### src/rtl/button_encoder_pkg.sv
// Shared types and helpers for the button encoder: encoder FSM states,
// the input count and small bit-vector utilities.
package button_encoder_pkg;

    localparam int NUM_COLOURS = 4;
    localparam int NUM_INPUTS  = NUM_COLOURS + 1;

    typedef enum logic [1:0] {
        ENC_IDLE_S = 2'd0,
        ENC_HOLD_S = 2'd1,
        ENC_WAIT_S = 2'd2
    } enc_state_t;

    function automatic logic [2:0] popcount4(input logic [3:0] v);
        logic [2:0] cnt;
        cnt = 3'd0;
        for (int i = 0; i < 4; i++) begin
            cnt = cnt + {2'b00, v[i]};
        end
        return cnt;
    endfunction

    // Index of the set bit; only meaningful when exactly one bit is set.
    function automatic logic [1:0] onehot_index(input logic [3:0] v);
        logic [1:0] idx;
        idx = 2'd0;
        for (int i = 0; i < 4; i++) begin
            if (v[i]) begin
                idx = 2'(i);
            end
        end
        return idx;
    endfunction

endpackage

### src/rtl/button_encoder_debounce.sv
// Two-flop synchroniser followed by a counter-based debouncer for one
// asynchronous push-button (already converted to pressed = 1).
module button_encoder_debounce #(
    parameter int DEBOUNCE_CYCLES = 4
) (
    input  logic i_clk,
    input  logic i_rst_n,
    input  logic i_d,
    output logic o_d
);

    localparam int CW = $clog2(DEBOUNCE_CYCLES + 1);
    localparam logic [CW-1:0] CNT_LAST = CW'(DEBOUNCE_CYCLES - 1);

    logic          r_sync1;
    logic          r_sync2;
    logic          r_deb;
    logic [CW-1:0] r_cnt;

    always_ff @(posedge i_clk or negedge i_rst_n) begin
        if (!i_rst_n) begin
            r_sync1 <= 1'b0;
            r_sync2 <= 1'b0;
            r_deb   <= 1'b0;
            r_cnt   <= '0;
        end else begin
            r_sync1 <= i_d;
            r_sync2 <= r_sync1;
            // Any cycle agreeing with the debounced level restarts the run.
            if (r_sync2 == r_deb) begin
                r_cnt <= '0;
            end else if (r_cnt == CNT_LAST) begin
                r_deb <= ~r_deb;
                r_cnt <= '0;
            end else begin
                r_cnt <= r_cnt + CW'(1);
            end
        end
    end

    assign o_d = r_deb;

endmodule

### src/rtl/button_encoder.sv
// Game-controller input stage: polarity fix, per-button sync/debounce and
// encoding of the four colour buttons into IN / IN_VALID / MULTI.
module button_encoder
    import button_encoder_pkg::*;
#(
    parameter int DEBOUNCE_CYCLES = 4,
    parameter bit ACTIVE_LOW      = 1'b1
) (
    input  logic       i_clk,
    input  logic       i_rst_n,
    input  logic [3:0] i_btn,
    input  logic       i_start_btn,
    output logic [1:0] o_in,
    output logic       o_in_valid,
    output logic       o_start_game,
    output logic       o_multi
);

    logic [NUM_INPUTS-1:0] w_raw;
    logic [NUM_INPUTS-1:0] w_deb;
    logic [3:0]            w_colour;
    logic [2:0]            w_count;

    enc_state_t r_state;
    enc_state_t w_state_next;
    logic [1:0] r_in;
    logic [1:0] w_in_next;
    logic       r_in_valid;
    logic       w_in_valid_next;
    logic       r_multi;
    logic       w_multi_next;

    assign w_raw = ACTIVE_LOW ? ~{i_start_btn, i_btn} : {i_start_btn, i_btn};

    generate
        for (genvar gi = 0; gi < NUM_INPUTS; gi++) begin : g_deb
            button_encoder_debounce #(
                .DEBOUNCE_CYCLES(DEBOUNCE_CYCLES)
            ) u_debounce (
                .i_clk  (i_clk),
                .i_rst_n(i_rst_n),
                .i_d    (w_raw[gi]),
                .o_d    (w_deb[gi])
            );
        end
    endgenerate

    assign w_colour = w_deb[3:0];
    assign w_count  = popcount4(w_colour);

    always_ff @(posedge i_clk or negedge i_rst_n) begin
        if (!i_rst_n) begin
            r_state    <= ENC_IDLE_S;
            r_in       <= 2'd0;
            r_in_valid <= 1'b0;
            r_multi    <= 1'b0;
        end else begin
            r_state    <= w_state_next;
            r_in       <= w_in_next;
            r_in_valid <= w_in_valid_next;
            r_multi    <= w_multi_next;
        end
    end

    always_comb begin
        w_state_next    = r_state;
        w_in_next       = r_in;
        w_in_valid_next = r_in_valid;
        w_multi_next    = 1'b0;
        case (r_state)
            ENC_IDLE_S: begin
                w_in_valid_next = 1'b0;
                if (w_count == 3'd1) begin
                    w_in_next       = onehot_index(w_colour);
                    w_in_valid_next = 1'b1;
                    w_state_next    = ENC_HOLD_S;
                end else if (w_count >= 3'd2) begin
                    w_multi_next = 1'b1;
                    w_state_next = ENC_WAIT_S;
                end
            end
            ENC_HOLD_S: begin
                // Only the accepted button matters; extra presses are ignored.
                if (!w_colour[r_in]) begin
                    w_in_valid_next = 1'b0;
                    w_state_next    = (w_count == 3'd0) ? ENC_IDLE_S : ENC_WAIT_S;
                end
            end
            ENC_WAIT_S: begin
                w_in_valid_next = 1'b0;
                if (w_count == 3'd0) begin
                    w_state_next = ENC_IDLE_S;
                end
            end
            default: begin
                w_in_valid_next = 1'b0;
                w_state_next    = ENC_IDLE_S;
            end
        endcase
    end

    assign o_in         = r_in;
    assign o_in_valid   = r_in_valid;
    assign o_multi      = r_multi;
    assign o_start_game = w_deb[4];

endmodule

### config.mk
export PLATFORM = sky130hd
export DESIGN_NAME = button_encoder
export DESIGN_NICKNAME = d
export VERILOG_FILES = /design/src/rtl/button_encoder_pkg.sv /design/src/rtl/button_encoder_debounce.sv /design/src/rtl/button_encoder.sv
export SDC_FILE = /design/constraint.sdc
export NUM_CORES = 1
export LEC_CHECK = 0
export BUFFER_PORTS_ARGS = -buffer_cell sky130_fd_sc_hd__buf_4
export CAP_MARGIN = 0
export CELL_PAD_IN_SITES_DETAIL_PLACEMENT = 0
export CELL_PAD_IN_SITES_GLOBAL_PLACEMENT = 2
export CORE_UTILIZATION = 35
export CTS_CLUSTER_DIAMETER = 200
export CTS_CLUSTER_SIZE = 28
export DETAILED_ROUTE_END_ITERATION = 8
export PLACE_DENSITY = 0.77
export SETUP_SLACK_MARGIN = 0.2
export SYNTH_ARGS = -nofsm -noshare
export SYNTH_HDL_FRONTEND = slang
export SYNTH_SLANG_ARGS = --single-unit
export TNS_END_PERCENT = 1
### constraint.sdc
create_clock -name i_clk -period 3.9 [get_ports i_clk]
set_input_delay 0.78 -clock i_clk [delete_from_list [all_inputs] [get_ports i_clk]]
set_output_delay 0.78 -clock i_clk [all_outputs]
set_load 0.02 [all_outputs]
# After elaboration in Yosys (flattened, before gate mapping)
# Index checks and enable logic that the tools add are counted.
totals:
  reg_bits: 36
  input_bits: 7
  output_inout_bits: 5
  word_cells: 97
classes:
  add_sub_neg: 8
  magnitude_cmp: 2
  n_eq_ne: 16
  n_mux: 27
  bitwise: 11
  n_reduce_logical: 9
ops:
  columns: ["operator", "count"]
  rows:
  - ["$mux W3", 10]
  - ["$add A3 B1 Y3 const B", 5]
  - ["$eq A3 B2 Y1 const B", 5]
  - ["$mux W2", 7]
  - ["$reduce_and A2 Y1", 6]
  - ["$not A1 Y1", 10]
  - ["$mux W1", 7]
  - ["$pmux W2 S3", 1]
  - ["$eq A1 B1 Y1", 5]
  - ["$not A5 Y5", 1]
  - ["$ne A2 B2 Y1 const B", 2]
  - ["$add A2 B1 Y3", 1]
  - ["$add A3 B1 Y3", 1]
  - ["$eq A3 B1 Y1 const B", 1]
  - ["$ge A3 B2 Y1 const B", 1]
  - ["$logic_not A3 Y1", 1]
  - ["$lt A2 B3 Y1 const B", 1]
  - ["$ne A3 B3 Y1 const B", 1]
  - ["$reduce_and A3 Y1", 1]
  - ["$add A1 B1 Y2", 1]
  - ["$bmux W1 S2", 1]
  - ["$eq A2 B1 Y1 const B", 1]
  - ["$eq A2 B2 Y1 const B", 1]
  - ["$logic_not A2 Y1", 1]
  - ["$pmux W1 S2", 1]

# Longest topological paths before layout
# Gate-level depths: netlist of run 1.
logic_depth:
  depth_word: 7
  mapped_depth: 9
  ltp_nobuf: 9

# Cells and area by module
# A second synthesis of run 1 with hierarchy kept.
unflattened:
  hier_cells: 113
  hier_area_um2: 1544.0
modules_own_cells:
  columns: ["mod", "n_inst", "cells_each", "area_each_um2", "seq_area_each_um2"]
  rows:
  - ["button_encoder_debounce", 5, 13, 216.5, 150.1]
  - ["button_encoder", 1, 48, 461.7, 150.1]

# Least setup slack after synthesis of run 1
# OpenSTA, ideal clock, no wires.
synth_path:
  path_kind: "flip-flop to flip-flop"
  start: "register g_deb[0].u_debounce.r_deb"
  end: "register r_in[0] (netlist: o_in[0])"
  setup_ns: 0.125
  arrival_ns: 2.133
  required_ns: 3.775
  setup_slack_ns: 1.642
  stages_incl_launch_ff: 9
  path_buffers: 0
  period_less_slack_ns: 2.258
  path_cell_list: "dfrtp_1 -> inv_1 -> fa_1 -> inv_1 -> ha_1 -> ha_1 -> nor4_4 -> nand2_2 -> mux2_4"
synth_via:
  elab_chain_cells: 5
synth_rtl:
  columns: ["item", "line", "rtl"]
  rows:
  - ["from (decl)", "button_encoder_debounce.sv:17", "logic r_deb;"]
  - ["from (signal assigned)", "button_encoder_debounce.sv:33", "r_deb <= ~r_deb;"]
  - ["$add A1 B1 Y2", "button_encoder_pkg.sv:18", "cnt = cnt + {2'b00, v[i]};"]
  - ["$add A2 B1 Y3", "button_encoder_pkg.sv:18", null]
  - ["$add A3 B1 Y3", "button_encoder_pkg.sv:18", null]
  - ["$eq A3 B1 Y1", "button_encoder.sv:73", "if (w_count == 3'd1) begin"]
  - ["$reduce_and A2 Y1 (no source line)", null, null]
  - ["to (signal assigned)", "button_encoder.sv:59", "r_in <= w_in_next;"]
  - ["to (decl)", "button_encoder.sv:26", "logic [1:0] r_in;"]
# No other way between the ends.
# A chain may end at the register's enable or synchronous reset.

# Worst setup path after layout of run 1
# Ends and elaborated chain as after synthesis.

==> impl_metrics.json, run 1 <==
{
  "ff2ff_path_depth": 8,
  "ctsResizeCount": 0,
  "busiest_layer": "met2",
  "tightest_slew_ns": 0.440,
  "root_buffer": "clkbuf_8",
  "async_reset_ff_share_pct": 100,
  "p_sw_share_pct": 34.8,
  "pwr-share-comb_pct": 40.2,
  "max_stage_delay_ns": 0.53,
  "ys_seq_elements": 36,
  "cts_max_path_buffers": 2,
  "worst_setup_path_end_kind": "flop",
  "crit_chain": "inv_1, fa_1, inv_1, ha_1, ha_1, nor4_4, nand2_2, mux2_4",
  "crit_arrival_ns": 2.57,
  "synth.area.top_cells": "dfrtp_1 (62%), ha_1 (6.9%), nor2b_1 (4.3%), inv_1 (3.4%), nor3b_1 (3.1%)",
  "cts.clk_slew.worst_paths_ns": 0.06,
  "maxCapViolCount": 0,
  "fillers": 378,
  "num_io_pins": 12,
  "crit-reg2reg-capture": "o_in[0]",
  "cts_buffers": 5,
  "finalCritPeriodShare_pct": 61.5,
  "grt_util_met1_pct": 13.0,
  "diodes": 0,
  "antenna_found_initial": 0,
  "setup_tns_ns": 0,
  "grt_pass1_wl_microns": 3540,
  "min_to": "g_deb[1].u_debounce.r_sync2",
  "p_clk_share_pct": 19.3,
  "hpwl_microns": 1450,
  "postCtsSetupBuffers": 0,
  "netlist_area_sq_um": 1460,
  "rrSetupSlack_ns": 1.50,
  "num-nets-final": 148,
  "yosysUniqueCellTypes": 25,
  "p_int_mw": 0.882,
  "p_per_area_nw_per_um2": 800,
  "grt_setup_unrepaired": "no",
  "die_h_microns": 66.5,
  "routed-via-count": 825,
  "dp_worst_setup_slack_ns": 1.50,
  "critPathLaunchType": "flop",
  "placed_cells": 175,
  "worstSetupPathType": "flop to flop",
  "initial_utilization_pct": 36.4,
  "wl_per_cell_microns": 10.8,
  "relSlewSlack_pct": 70.7,
  "die_area_sq_um": 4420,
  "clock_sinks": 36,
  "fin_skew_ns": 0.00296,
  "ant_nets": 0,
  "setup_viol": 0,
  "worst_hold_path.num_cells": 0,
  "grt_pass1_vias": 815,
  "seqPwrFrac_pct": 40.5,
  "drt_wl_total_microns": 1980,
  "clock.fmax_mhz": 417,
  "stdcell_count": 183,
  "first_iter_violations": 25,
  "netlist.area_leader.share_pct": 61.9,
  "setup_ws_ns": 1.50,
  "final_util_pct": 42.3,
  "r2r_start": "g_deb[0].u_debounce.o_d",
  "synth-main-ff-cell": "dfrtp_1",
  "hp-class": "flop to flop",
  "status": "completed",
  "synth_area_leader_cell": "dfrtp_1",
  "critPathMaxFanout": 6,
  "cts.hold.buffers_added": 0,
  "yosys-top-cells-count": "dfrtp_1 (36), inv_1 (13), nor2b_1 (10)",
  "yosysMostFrequentCell": "dfrtp_1",
  "gp_congestion": 0.702,
  "grtUsageTotal_pct": 11.5,
  "rows": 23,
  "maxSlewViolCount": 0,
  "synth_edf_count": 0,
  "synth_seq_area_share_pct": 61.9,
  "syn_nets": 130,
  "leakage_nw": 0.808,
  "vdd_ir_drop_max_mv": 0.303,
  "ys_warn_count": 0,
  "overflow": 0,
  "finalPower_mw": 1.35,
  "core-area_sq_um": 4000,
  "route.detailed.drc": 0,
  "die_width_microns": 66.5,
  "tritoncts": "built",
  "switching_power_mw": 0.471,
  "grt_max_degree": 37,
  "avgViaCountPerCell": 4.51,
  "drive_gt1_share_pct": 17.3,
  "crit_buf_inv": 2,
  "htreeDepth": 2,
  "syn-instance-count": 114,
  "clock_latency_ns": 0.28,
  "synth.avg_cell_area_sq_um": 12.8,
  "hold_viol": 0,
  "slowest_stage": "fa_1",
  "cp_top_family": "adder cells",
  "first_pass_iters": 2,
  "worstPathRequired_ns": 4.07,
  "grt_use_met3_pct": 5.65,
  "port_buffers": 11,
  "period_needed_ns": 2.40,
  "met2_usage_pct": 17.1,
  "hp-start": "g_deb[1].u_debounce.r_sync1",
  "syn_to_final_growth_pct": 16.2
}
-- stage by stage --
step | hold slack (ns) | area (sq um)
floorplan | 0.331 | 1460
global placement | 0.334 | 1600
detailed placement | 0.335 | 1600
CTS | 0.350 | 1690
global route | 0.356 | 1690
finish | 0.348 | 1690
-- sequential cells by signal (all words and copies together) (netlist names) --
register                  cells
g_deb.u_debounce.r_cnt       15
g_deb.u_debounce.o_d          5
g_deb.u_debounce.r_sync1      5
g_deb.u_debounce.r_sync2      5
o_in                          2
r_state                       2
o_in_valid                    1
o_multi                       1
-- per-layer routing --
layer	wire length, microns	vias up
met5	0	-
met4	59	0
met3	93	7
met2	898	13
met1	931	391
li1	-	414
-- layout by cell type (no fill, tap or decap), types with 2 or more instances in the layout --
master     n
nor3b_1    6
ha_1       8
buf_4     11
dfrtp_1   36
inv_1     13
clkbuf_1   2
nor2b_1   10
a21oi_1    2
o21ai_0    5
clkbuf_8   6
xnor2_1    5
nand2_1    6
nor2_1     3
nor3_1     6
-- worst max path at each step --
stage | startpoint | end | slack [ns] | cells after the start
after floorplan | g_deb[0].u_debounce.o_d | o_in[0] | 1.64 | 8
after global placement | g_deb[0].u_debounce.o_d | o_in[0] | 1.56 | 8
after detailed placement | g_deb[0].u_debounce.o_d | o_in[0] | 1.50 | 8
after CTS | g_deb[0].u_debounce.o_d | o_in[0] | 1.49 | 8
after global routing | g_deb[1].u_debounce.o_d | o_in[0] | 1.41 | 8
final | g_deb[0].u_debounce.o_d | o_in[0] | 1.50 | 8
-- area by class of cell --
cell class	instances	area, sq um	area share (%)
timing repair buffer	11	82.6	4.88
multi-input combinational	65	507	30.0
inverter	13	48.8	2.88
clock buffer	8	90.1	5.33
tap	50	62.6	3.70
sequential	36	901	53.3
-- power by group through the flow --
stage          Combinational (mW)  Clock [mW]  Sequential (mW)
2_1_floorplan               0.405           0            0.565
3_3_place_gp                0.539           0            0.554
3_5_place_dp                0.549           0            0.556
4_1_cts                     0.553       0.275            0.549
5_1_grt                     0.618       0.294            0.561
6_report                    0.544       0.261            0.547
-- cell families after synthesis --
group,Yosys count,synth area share [%]
AO/OA/AOI/OAI,13,5.67
XOR/XNOR,5,3.01
adder cells (fa/ha/maj),9,8.25
buffers and inverters,13,3.35
flip-flops,36,61.9
multiplexers,3,3.35
AND/OR/NAND/NOR,35,14.5
Power figures use the tool's default switching activity.
==> inputs of run 2 (changes only) <==
--- a/config.mk
+++ b/config.mk
@@ -5,15 +5,16 @@
 export SDC_FILE = /design/constraint.sdc
 export NUM_CORES = 1
 export LEC_CHECK = 0
+export ABC_AREA = 1
 export BUFFER_PORTS_ARGS = -buffer_cell sky130_fd_sc_hd__buf_4
 export CAP_MARGIN = 0
 export CELL_PAD_IN_SITES_DETAIL_PLACEMENT = 0
 export CELL_PAD_IN_SITES_GLOBAL_PLACEMENT = 2
-export CORE_UTILIZATION = 35
+export CORE_UTILIZATION = 34
 export CTS_CLUSTER_DIAMETER = 200
 export CTS_CLUSTER_SIZE = 28
 export DETAILED_ROUTE_END_ITERATION = 8
-export PLACE_DENSITY = 0.77
+export PLACE_DENSITY = 0.81
 export SETUP_SLACK_MARGIN = 0.2
 export SYNTH_ARGS = -nofsm -noshare
 export SYNTH_HDL_FRONTEND = slang
==> constraint.sdc (replaced) <==
create_clock -name i_clk -period 2.2 [get_ports i_clk]
set_input_delay 0.44 -clock i_clk [delete_from_list [all_inputs] [get_ports i_clk]]
set_output_delay 0.44 -clock i_clk [all_outputs]
set_load 0.02 [all_outputs]
==> impl_metrics.json, run 2 <==
{
  "leakage_nw": 0.943,
  "initial_utilization_pct": 36.2,
  "yosysMostFrequentCell": "dfrtp_1",
  "async_reset_ff_share_pct": 100,
  "largest_register_ffs": 15,
  "wl_per_cell_microns": 10.7,
  "final_util_pct": 45.9,
  "cts_buffers": 5,
  "syn_nets": 158,
  "num_io_pins": 12,
  "die_width_microns": 68.2,
  "vdd_ir_drop_max_mv": 0.689,
  "yosys-top-cells-count": "dfrtp_1 (36), inv_1 (27), nand2_1 (21)",
  "cts_max_path_buffers": 2,
  "first_iter_violations": 68,
  "cts.hold.buffers_added": 0,
  "yosysUniqueCellTypes": 20,
  "maxSlewViolCount": 0,
  "r2r_start": "g_deb[3].u_debounce.o_d",
  "drive_gt1_share_pct": 29.3,
  "fillers": 391,
  "cp_top_family": "adder cells",
  "finalCritPeriodShare_pct": 89.4,
  "relSlewSlack_pct": 70.4,
  "syn-instance-count": 142,
  "multiInputGateArea_sq_um": 531,
  "route.detailed.drc": 0,
  "grt_max_degree": 37,
  "avgViaCountPerCell": 4.25,
  "placed_cells": 203,
  "gp_congestion": 0.785,
  "synth-main-ff-cell": "dfrtp_1",
  "maxCapViolCount": 0,
  "synth.avg_cell_area_sq_um": 10.5,
  "port_buffers": 11,
  "core-area_sq_um": 4120,
  "hpwl_microns": 1660,
  "hp-class": "primary input to async pin",
  "netlist_area_sq_um": 1490,
  "synth_area_leader_cell": "dfrtp_1",
  "syn_to_final_growth_pct": 26.9,
  "ys_warn_count": 0,
  "synth_edf_count": 0,
  "clock_sinks": 36,
  "setup_ws_ns": 0.232,
  "most-common-layout-cells": "dfrtp_1 (36), buf_4 (25), inv_1 (22)",
  "p_per_area_nw_per_um2": 1630,
  "die_area_sq_um": 4650,
  "max_stage_delay_ns": 0.56,
  "worst_setup_path_end_kind": "flop",
  "stdcell_count": 224,
  "rrSetupSlack_ns": 0.23,
  "status": "completed",
  "synth_seq_area_share_pct": 60.5,
  "worstPathRequired_ns": 2.43,
  "die_h_microns": 68.2,
  "crit_arrival_ns": 2.19,
  "startpoint": "g_deb[3].u_debounce.o_d",
  "grt_pass1_wl_microns": 4200,
  "overflow": 0,
  "crit_chain": "inv_2, fa_1, inv_2, ha_4, inv_2, ha_4, nor3_2, nor2_1, nor2_1, nand3_1, nand2_1",
  "synth.area.top_cells": "dfrtp_1 (61%), inv_1 (6.8%), ha_1 (6.7%), nand2_1 (5.3%), nor2_1 (3.0%)",
  "slowest_stage": "fa_1",
  "grt_pass1_vias": 999,
  "netlist.area_leader.share_pct": 60.5,
  "crit_buf_inv": 3,
  "root_buffer": "clkbuf_8",
  "num-nets-final": 190,
  "drt_wl_total_microns": 2400,
  "tritoncts": "built",
  "grtUsageTotal_pct": 12.9,
  "setup_tns_ns": 0,
  "worstSetupPathType": "flop to flop",
  "period_needed_ns": 1.97,
  "fin_skew_ns": 0.00449,
  "cts.clk_slew.worst_paths_ns": 0.07,
  "cpMostUsedCell": "inv_2",
  "htreeDepth": 2,
  "clock.fmax_mhz": 508,
  "first_pass_iters": 2,
  "rows": 23,
  "final_common_cell": "dfrtp_1",
  "tightest_slew_ns": 0.445,
  "regArea_sq_um": 901,
  "clock_latency_ns": 0.28,
  "dp_worst_setup_slack_ns": 0.0502,
  "diodes": 0,
  "hold_viol": 0,
  "routed-via-count": 953,
  "setup_viol": 0,
  "largest-register": "g_deb.u_debounce.r_cnt",
  "ys_seq_elements": 36,
  "antenna_found_initial": 0,
  "grt_setup_unrepaired": "yes",
  "ant_nets": 0,
  "critPathLaunchType": "flop",
  "critPathMaxFanout": 3
}
==> run 2: repair_timing <==
item	in CTS	in global routing
setup endpoints to repair	4	4
gates cloned	0	0
pin swaps	5	5
setup buffers	12	2
resized for setup	10	5
==> run 2: power by group <==
part / internal (mW) / switching (mW)
Combinational: 0.780 / 0.840
Clock: 0.279 / 0.215
Sequential: 0.842 / 0.126
==> run 2: routing by layer <==
metal  wire length (microns)  GRT usage (%)  vias up  part of all wire, %
met4                      36           6.25        0                  1.5
met2                    1120           21.6       12                   47
met5                       0              0        -                    0
met1                    1160           14.2      435                   48
li1                        -              -      501                    -
met3                      86           5.00        5                  3.6
==> run 2: cell families after synthesis <==
group	share of synthesized area, %
XOR/XNOR	2.94
AND/OR/NAND/NOR	17.4
multiplexers	0.756
adder cells (fa/ha/maj)	8.07
AO/OA/AOI/OAI	3.02
flip-flops	60.5
buffers and inverters	7.31
==> run 2: worst paths after layout <==
check                                                to  depth (start not counted)
setup reg to reg                             r_state[1]                         11
min in group i_clk          g_deb[2].u_debounce.r_sync1                          2
setup / recovery                             r_state[1]                         11
hold reg to reg             g_deb[4].u_debounce.r_sync2                          0
hold / removal                  g_deb[4].u_debounce.o_d                          1
max in group asynchronous  g_deb[2].u_debounce.r_cnt[1]                          1
==> run 2: per-stage QoR <==
| step | power, mW | hold WS, ns | area [sq um] |
|---|---|---|---|
| after CTS | 2.99 | 0.112 | 1850 |
| final | 3.08 | 0.107 | 1890 |
| after global placement | 2.06 | 0.332 | 1630 |
| after detailed placement | 2.10 | 0.336 | 1630 |
| after floorplan | 1.82 | 0.144 | 1490 |
| after global routing | 3.37 | 0.130 | 1890 |
==> run 2: final cells by class <==
cell class              instances  share of cell area [%]
multi-input cells              77                    28.1
flip-flops and latches         36                    47.7
clock buffers                   7                    5.10
inverters                      29                    5.89
repair buffers                 25                    9.93
well taps                      50                    3.31
